**src/rtl/alu_share_arbiter.sv**
```systemverilog
// Two-requester round-robin front end for a single shared IntegerALU.
// Each requester owns a one-entry registered response buffer, so an accepted
// operation is visible on its response port exactly one cycle later.

// Combinational integer ALU shared by both requesters.
module IntegerALU #(
  parameter int width = 32
) (
  input  logic [3:0]       op,
  input  logic [width-1:0] a,
  input  logic [width-1:0] b,
  output logic [width-1:0] y
);

  localparam int SHW = $clog2(width);

  logic [SHW-1:0] shamt_s;
  logic           lt_signed_s;
  logic           lt_unsigned_s;

  assign shamt_s       = b[SHW-1:0];
  assign lt_signed_s   = ($signed(a) < $signed(b));
  assign lt_unsigned_s = (a < b);

  // Opcode decode; bit 0 only matters for add/sub and srl/sra.
  always_comb begin
    y = {width{1'b0}};
    case (op[3:1])
      3'b000: begin
        if (op[0]) begin
          y = a - b;
        end else begin
          y = a + b;
        end
      end
      3'b001: y = a << shamt_s;
      3'b010: y = {{(width-1){1'b0}}, lt_signed_s};
      3'b011: y = {{(width-1){1'b0}}, lt_unsigned_s};
      3'b100: y = a ^ b;
      3'b101: begin
        // Kept as separate branches so the arithmetic shift stays signed.
        if (op[0]) begin
          y = $unsigned($signed(a) >>> shamt_s);
        end else begin
          y = a >> shamt_s;
        end
      end
      3'b110: y = a | b;
      3'b111: y = a & b;
      default: y = {width{1'b0}};
    endcase
  end

endmodule

module alu_share_arbiter #(
  parameter int width = 32
) (
  input  logic             clk,
  input  logic             rst_n,
  input  logic             req0_valid,
  output logic             req0_ready,
  input  logic [3:0]       req0_op,
  input  logic [width-1:0] req0_a,
  input  logic [width-1:0] req0_b,
  output logic             resp0_valid,
  input  logic             resp0_ready,
  output logic [width-1:0] resp0_data,
  input  logic             req1_valid,
  output logic             req1_ready,
  input  logic [3:0]       req1_op,
  input  logic [width-1:0] req1_a,
  input  logic [width-1:0] req1_b,
  output logic             resp1_valid,
  input  logic             resp1_ready,
  output logic [width-1:0] resp1_data
);

  logic             elig0_s;
  logic             elig1_s;
  logic             grant0_s;
  logic             grant1_s;
  logic [3:0]       alu_op_s;
  logic [width-1:0] alu_a_s;
  logic [width-1:0] alu_b_s;
  logic [width-1:0] alu_y_s;

  logic             resp0_valid_d, resp0_valid_q;
  logic             resp1_valid_d, resp1_valid_q;
  logic [width-1:0] resp0_data_d,  resp0_data_q;
  logic [width-1:0] resp1_data_d,  resp1_data_q;
  logic             last_grant_d,  last_grant_q;

  // A full buffer can only take a new result if it drains on the same edge.
  assign elig0_s = req0_valid && (!resp0_valid_q || resp0_ready);
  assign elig1_s = req1_valid && (!resp1_valid_q || resp1_ready);

  // Round-robin pick: on a tie the requester not served last wins.
  always_comb begin
    grant0_s = 1'b0;
    grant1_s = 1'b0;
    if (elig0_s && elig1_s) begin
      if (last_grant_q) begin
        grant0_s = 1'b1;
      end else begin
        grant1_s = 1'b1;
      end
    end else if (elig0_s) begin
      grant0_s = 1'b1;
    end else if (elig1_s) begin
      grant1_s = 1'b1;
    end else begin
      grant0_s = 1'b0;
      grant1_s = 1'b0;
    end
  end

  assign req0_ready = grant0_s;
  assign req1_ready = grant1_s;

  // Steer the granted requester's operands into the single ALU.
  always_comb begin
    alu_op_s = req0_op;
    alu_a_s  = req0_a;
    alu_b_s  = req0_b;
    if (grant1_s) begin
      alu_op_s = req1_op;
      alu_a_s  = req1_a;
      alu_b_s  = req1_b;
    end else begin
      alu_op_s = req0_op;
      alu_a_s  = req0_a;
      alu_b_s  = req0_b;
    end
  end

  IntegerALU #(.width(width)) u_alu (
    .op (alu_op_s),
    .a  (alu_a_s),
    .b  (alu_b_s),
    .y  (alu_y_s)
  );

  // Buffer and fairness next-state: refill wins over drain; idle keeps pointer.
  always_comb begin
    resp0_valid_d = resp0_valid_q;
    resp0_data_d  = resp0_data_q;
    resp1_valid_d = resp1_valid_q;
    resp1_data_d  = resp1_data_q;
    last_grant_d  = last_grant_q;

    if (grant0_s) begin
      resp0_valid_d = 1'b1;
      resp0_data_d  = alu_y_s;
    end else if (resp0_valid_q && resp0_ready) begin
      resp0_valid_d = 1'b0;
    end else begin
      resp0_valid_d = resp0_valid_q;
    end

    if (grant1_s) begin
      resp1_valid_d = 1'b1;
      resp1_data_d  = alu_y_s;
    end else if (resp1_valid_q && resp1_ready) begin
      resp1_valid_d = 1'b0;
    end else begin
      resp1_valid_d = resp1_valid_q;
    end

    if (grant0_s) begin
      last_grant_d = 1'b0;
    end else if (grant1_s) begin
      last_grant_d = 1'b1;
    end else begin
      last_grant_d = last_grant_q;
    end
  end

  // State registers; reset empties both buffers and favours requester 0.
  always_ff @(posedge clk or negedge rst_n) begin
    if (!rst_n) begin
      resp0_valid_q <= 1'b0;
      resp1_valid_q <= 1'b0;
      resp0_data_q  <= {width{1'b0}};
      resp1_data_q  <= {width{1'b0}};
      last_grant_q  <= 1'b1;
    end else begin
      resp0_valid_q <= resp0_valid_d;
      resp1_valid_q <= resp1_valid_d;
      resp0_data_q  <= resp0_data_d;
      resp1_data_q  <= resp1_data_d;
      last_grant_q  <= last_grant_d;
    end
  end

  assign resp0_valid = resp0_valid_q;
  assign resp1_valid = resp1_valid_q;
  assign resp0_data  = resp0_data_q;
  assign resp1_data  = resp1_data_q;

endmodule

```
**config.mk**
```make
export PLATFORM = sky130hd
export DESIGN_NAME = alu_share_arbiter
export DESIGN_NICKNAME = d
export VERILOG_FILES = /design/src/rtl/alu_share_arbiter.sv
export SDC_FILE = /design/constraint.sdc
export NUM_CORES = 1
export LEC_CHECK = 0
export ABC_AREA = 1
export CAP_MARGIN = 20
export CORE_MARGIN = 1
export CORE_UTILIZATION = 48
export CTS_BUF_LIST = sky130_fd_sc_hd__clkbuf_4 sky130_fd_sc_hd__clkbuf_8
export DETAILED_ROUTE_END_ITERATION = 12
export GPL_ROUTABILITY_DRIVEN = 0
export PLACE_DENSITY_LB_ADDON = 0.15
export SLEW_MARGIN = 20
export SYNTH_ARGS = -nofsm -noshare
export SYNTH_HDL_FRONTEND = slang
export SYNTH_SLANG_ARGS = --single-unit
```
**constraint.sdc**
```tcl
create_clock -name clk -period 8.15 [get_ports clk]
set_input_delay 2.0375 -clock clk [delete_from_list [all_inputs] [get_ports clk]]
set_output_delay 2.0375 -clock clk [all_outputs]
set_load 0.02 [all_outputs]
```
[After elaboration in Yosys (flattened, before gate mapping)]
Index checks and enable logic that the tools add are counted.
Word-level totals
  register bits after elaboration: 67
  input bits: 142
Cells by class
  add/subtract/negate cells: 2
  $lt $le $gt $ge: 2
  eq/ne operators: 7
  shift operators: 3
  muxes and demuxes: 19
  bitwise operators: 3
  reduce and logical (&&, ||, !) cells: 13
Operators by type and width (number)
  $pmux W32 S8: 1
  $mux W32: 4
  $lt A32 B32 Y1: 2
  $add A32 B32 Y32: 1
  $and A32 B32 Y32: 1
  $or A32 B32 Y32: 1
  $shl A32 B5 Y32: 1
  $shr A32 B5 Y32: 1
  $sshr A32 B5 Y32: 1
  $sub A32 B32 Y32: 1
  $xor A32 B32 Y32: 1
  $mux W1: 13
  $eq A3 B3 Y1 const B: 4
  $eq A3 B2 Y1 const B: 2
  $reduce_bool A2 Y1: 3
  $logic_and A1 B1 Y1: 5
  $mux W4: 1
  $eq A3 B1 Y1 const B: 1
  $logic_not A3 Y1: 1
  $logic_not A1 Y1: 2
  $logic_or A1 B1 Y1: 2

[Longest topological paths before layout]
  depth in word-level cells: 10
  depth in mapped cells: 32

[Modules after synthesis]
Synthesis repeated with hierarchy kept, for this count alone.
Unflattened totals
  cell total of the unflattened synthesis: 2538
  area total of the unflattened synthesis: 13472.9 µm²
By module, submodules not included
  IntegerALU: times used 1, cells an instance 2017, area an instance 9705.6 µm², seq. area each 0.0 µm²
  alu_share_arbiter: times used 1, cells an instance 521, area an instance 3767.4 µm², seq. area each 1677.9 µm²

[Worst setup path before layout]
No wires, ideal clock.
  path kind: input to register
  start: input resp1_ready
  end: register resp1_data_q[24], in the netlist resp1_data[24]
  arrival time: 5177 ps
  data required time: 8033 ps
  setup slack: 2856 ps
  cell stages on the path: 25
  path buffers: 4
  path through: inv_1 -> a21boi_4 -> nand2_4 -> buf_6 -> buf_4 -> o21ai_2 -> buf_2 -> buf_2 -> ha_1 -> o31ai_1 -> inv_1 -> o21ai_0 -> nand3_1 -> nand2_1 -> nand2_1 -> nand2_1 -> nand2_1 -> nand2_1 -> nand2_1 -> nand3_1 -> nand3_1 -> nand3_1 -> nand2_1 -> nand2_1 -> nand2_1
Between the ends
  word-level cells in the longest chain between the ends: 9
  elaborated cells between the ends (all ways): 28
Ends and longest elaborated chain
  start: declaration: line 75  | input logic resp1_ready,
  $logic_or A1 B1 Y1 (*): line 96  | assign elig1_s = req1_valid && (!resp1_valid_q || resp1_ready);
  $logic_and A1 B1 Y1 (*): line 96
  $mux W1: line 110  | end else if (elig1_s) begin
  $mux W1: line 108  | end else if (elig0_s) begin
  $mux W1 (*): line 102  | if (elig0_s && elig1_s) begin
  $mux W32: line 126  | if (grant1_s) begin
  $add A32 B32 Y32 (tied with other cells): line 33  | y = a + b;
  $mux W32 (on tied branches): line 30, 42
  $pmux W32 S8: line 28  | case (op[3:1])
  end signal: assignment: line 185  | resp1_data_q <= {width{1'b0}};
  end signal: assignment: line 191  | resp1_data_q <= resp1_data_d;
  end: declaration: line 91  | logic [width-1:0] resp1_data_d, resp1_data_q;
Mark *: on every way between the ends. The rest lies on a longest branch, timed or not.
A chain may end at the register's enable or synchronous reset.

[Worst setup path in the final report]
Ends and elaborated chain as after synthesis.

==> summary.md <==
| Metric | Value |
|---|---|
| CP arrival | `between 7 and 8 ns` |
| Final #Nets | `2641` |
| PortBufs | `roughly 210` |
| Clock root buffer master | `clkbuf_8` |
| Initial antenna violation count | `0` |
| Vias in the first global route | `between 10000 and 15000` |
| Crit end category | `flop` |
| Total clock sinks | `67` |
| Routed vias | `roughly 16000` |
| Fmax | `144 MHz` |
| Max cap viols | `0` |
| Post-synthesis cell area | `12300 sq um` |
| # fillers | `between 2000 and 3000` |
| Mapped Cells | `2271` |
| H-tree levels | `3` |
| Sw Ratio | `a little under three fifths` |
| Clock Power Share | `under 10%` |
| Diode count | `0` |
| CP Max Fanout | `approximately 60` |
| Critical Path RT | `8.43 ns` |
| Antenna Nets Post-Route | `0` |
| Crit share post-route | `85.3%` |
| Die area | `around 26000 sq um` |
| Async set-reset flop share out of synthesis | `100%` |
| Final hold violation count | `0` |
| Core box area | `about 25000 sq um` |
| Critical Path Source Type | `input port` |
| # setup viols final | `0` |
| Area growth, synth to finish | `19.5%` |
| Initial Util | `around 49%` |
| Detailed router's first-iteration violation count | `~2400` |
| Sequential share of the synthesized area | `13.7%` |
| RSZ-0062 raised after global routing | `no` |
| Fraction of layout cells with a size suffix above 1 | `roughly 3.7%` |
| Post-CTS Setup Bufs | `0` |
| Clock buffer count from CTS | `9` |
| Clock skew | `roughly 0.0078 ns` |
| Syn. warnings | `0` |
| Max Root-Sink Buffers | `2` |
| Clock-pin slew of the registers on the worst-case setup and hold paths | `about 0.070 ns` |
| Vias per cell | `5.90` |
| FP Rows | `58` |
| Sw power | `1.91 mW` |
| Max-slew violation count | `0` |
| Routed wire length | `approximately 51000 um` |
| Slew margin rel. | `about 29%` |
| First-pass GRT wire length | `about 80000 um` |
| TNS Setup | `0 ns` |
| GR Overflow Total | `0` |
| WL/cell | `approximately 19 um` |
| Status | `complete, no violations` |
| Hold buffers post-CTS | `0` |
| Share of power burned in combinational logic | `75.9%` |
| Lkg Pwr | `slightly below 8 nW` |
| Post-CTS resize count | `0` |
| Unique masters post-synth | `56` |
| Ys flop type | `dfrtp_1` |
| Crit Path Class | `in -> reg` |
| Seq pwr share | `16.3%` |
| Syn avg cell area | `about 5.4 sq um` |
| GRT Overall Usage | `between 30% and 40%` |
| TritonCTS clock tree | `yes` |
| Cell Int Power | `roughly 1.5 mW` |
| Clk Latency, worst-skew pair | `between 0.3 and 0.4 ns` |
| Die width | `approximately 160 um` |
| Hold crit path type | `reg -> reg` |
| HPWL reported at the end of detailed placement | `slightly above 40000 um` |
| Smallest hold slack | `roughly 0.48 ns` |
| Pwr Density | `231 nW/um^2` |
| Syn Nets | `roughly 2500` |
| Detailed Routing Iterations Pass 1 | `6` |
| Post-synth EDFFs | `0` |
| DIE HEIGHT | `around 160 um` |
| Worst VDD drop | `179 uV` |
| Boundary pin count | `210` |
| Largest net degree at the start of global routing | `~100` |
| Total power | `3.39 mW` |
| Number of synthesized register bits | `67` |
| Minimum clock period | `about 7 ns` |
| Worst-Margin Slew | `1.06 ns` |
| # DRC | `0` |
## cell usage after synthesis (17+ instances only)
cell	number	area share (%)
o211ai_1	25	1.5
nor2_1	128	3.9
o21ai_1	76	3.1
clkbuf_1	45	1.4
nand3_1	239	9.7
inv_1	269	8.2
buf_2	45	1.8
o21ai_0	117	4.8
a21oi_1	85	3.5
nand4_1	17	0.87
nor3_1	20	0.81
dfrtp_1	66	13
nand2_1	882	27
ha_1	92	9.4
## path summary, 6_finish.rpt
| path | from | to | slack (ns) | cells past startpoint |
|---|---|---|---|---|
| worst max-delay path | resp1_ready | resp1_data[24] | 1.20 | 24 |
| worst min-delay path | resp1_data[23] | resp1_data[23] | 0.48 | 2 |
| worst max register to register | resp1_valid | resp1_data[24] | 2.99 | 22 |
| worst min register to register | resp1_data[23] | resp1_data[23] | 0.48 | 2 |
| max in group asynchronous | rst_n | resp1_data[18] | 5.74 | 2 |
| min in group asynchronous | rst_n | resp1_data[23] | 1.86 | 2 |
## placed cells by master, fill, tap and decap left out, types with 3 or more instances in the layout
cell | synthesis | final
o21bai_1 | 4 | 4
a21boi_0 | 3 | 3
ha_1 | 92 | 92
or2_0 | 4 | 4
o211ai_1 | 25 | 25
inv_1 | 269 | 269
o21ai_0 | 117 | 117
buf_4 | 6 | 25
a211oi_1 | 3 | 3
nor3_1 | 20 | 20
o21ai_4 | 3 | 6
nor2_1 | 128 | 127
inv_2 | 11 | 11
nand3_1 | 239 | 239
o21a_1 | 3 | 3
nand4_1 | 17 | 17
clkdlybuf4s50_1 | 0 | 208
nor2_2 | 5 | 5
o22ai_1 | 14 | 14
nand2_1 | 882 | 882
a22oi_1 | 5 | 5
or2_2 | 6 | 6
dfrtp_1 | 66 | 66
xor2_1 | 13 | 13
clkbuf_8 | 0 | 13
o221ai_1 | 8 | 8
o21ai_1 | 76 | 76
o21ai_2 | 11 | 8
a221oi_1 | 5 | 5
a31oi_1 | 10 | 10
mux2i_1 | 5 | 5
o31ai_1 | 4 | 4
a21oi_1 | 85 | 85
## critical path: stages
cell,delay (ns)
clkdlybuf4s50_1,0.45
inv_1,0.07
a21boi_4,0.44
nand2_8,0.32
o21ai_4,0.84
inv_2,0.36
fa_1,0.51
o31ai_1,0.47
inv_1,0.07
o21ai_0,0.36
nand3_1,0.12
nand2_1,0.18
nand2_1,0.09
nand2_1,0.14
nand2_1,0.09
nand2_1,0.08
nand2_1,0.07
nand2_1,0.06
nand2_1,0.04
nand3_1,0.07
nand3_1,0.07
nand2_1,0.12
nand2_1,0.06
nand2_1,0.07
## layer usage
layer / up-vias / track usage, % / part of all wire (%)
li1: 7557 / - / -
met1: 7131 / 51.0 / 39
met2: 1257 / 57.4 / 40
met3: 221 / 10.3 / 15
met4: 0 / 21.1 / 6.1
met5: - / 0 / 0
## through the flow
| step | instances | instance area [sq um] | utilization (%) | setup WS, ns |
|---|---|---|---|---|
| 3_5_place_dp | 2724 | 14500 | 57.5 | 1.04 |
| 3_3_place_gp | 2724 | 14500 | 57.5 | 1.17 |
| 5_1_grt | 2740 | 14700 | 58.3 | 0.849 |
| 6_report | 2740 | 14700 | 58.3 | 1.20 |
| 2_1_floorplan | 2271 | 12300 | - | 2.86 |
| 4_1_cts | 2740 | 14700 | 58.3 | 1.41 |
## area by class of cell
| type | count | area [sq um] | share of cell area [%] |
|---|---|---|---|
| inverters | 281 | 1050 | 7.18 |
| clock inverters | 1 | 5.00 | 0.0341 |
| multi-input cells | 1811 | 9040 | 61.6 |
| well taps | 330 | 413 | 2.81 |
| flip-flops and latches | 67 | 1680 | 11.4 |
| repair buffers | 235 | 2290 | 15.6 |
| clock buffers | 15 | 194 | 1.32 |
## sequential cells by signal, summed over array words and instances, names as in the netlist
signal	cells
resp0_valid	1
last_grant_q	1
resp1_data	32
resp1_valid	1
resp0_data	32
## cells by family after synthesis
kind of cell	share of synthesized area (%)
AO/OA/AOI/OAI	18.3
flip-flops	13.7
XOR/XNOR	1.07
adder cells (fa/ha/maj)	9.69
AND/OR/NAND/NOR	43.8
multiplexers	0.407
buffers and inverters	13.1
## power by group through the flow
stage          Clock (mW)  Sequential, mW  Combinational (mW)
2_1_floorplan           0           0.722                1.41
3_5_place_dp            0           0.558                2.47
5_1_grt             0.285           0.569                2.78
6_report            0.264           0.552                2.58
3_3_place_gp            0           0.552                2.45
4_1_cts             0.270           0.553                2.48
No activity file was read; power rests on OpenSTA's default activity.
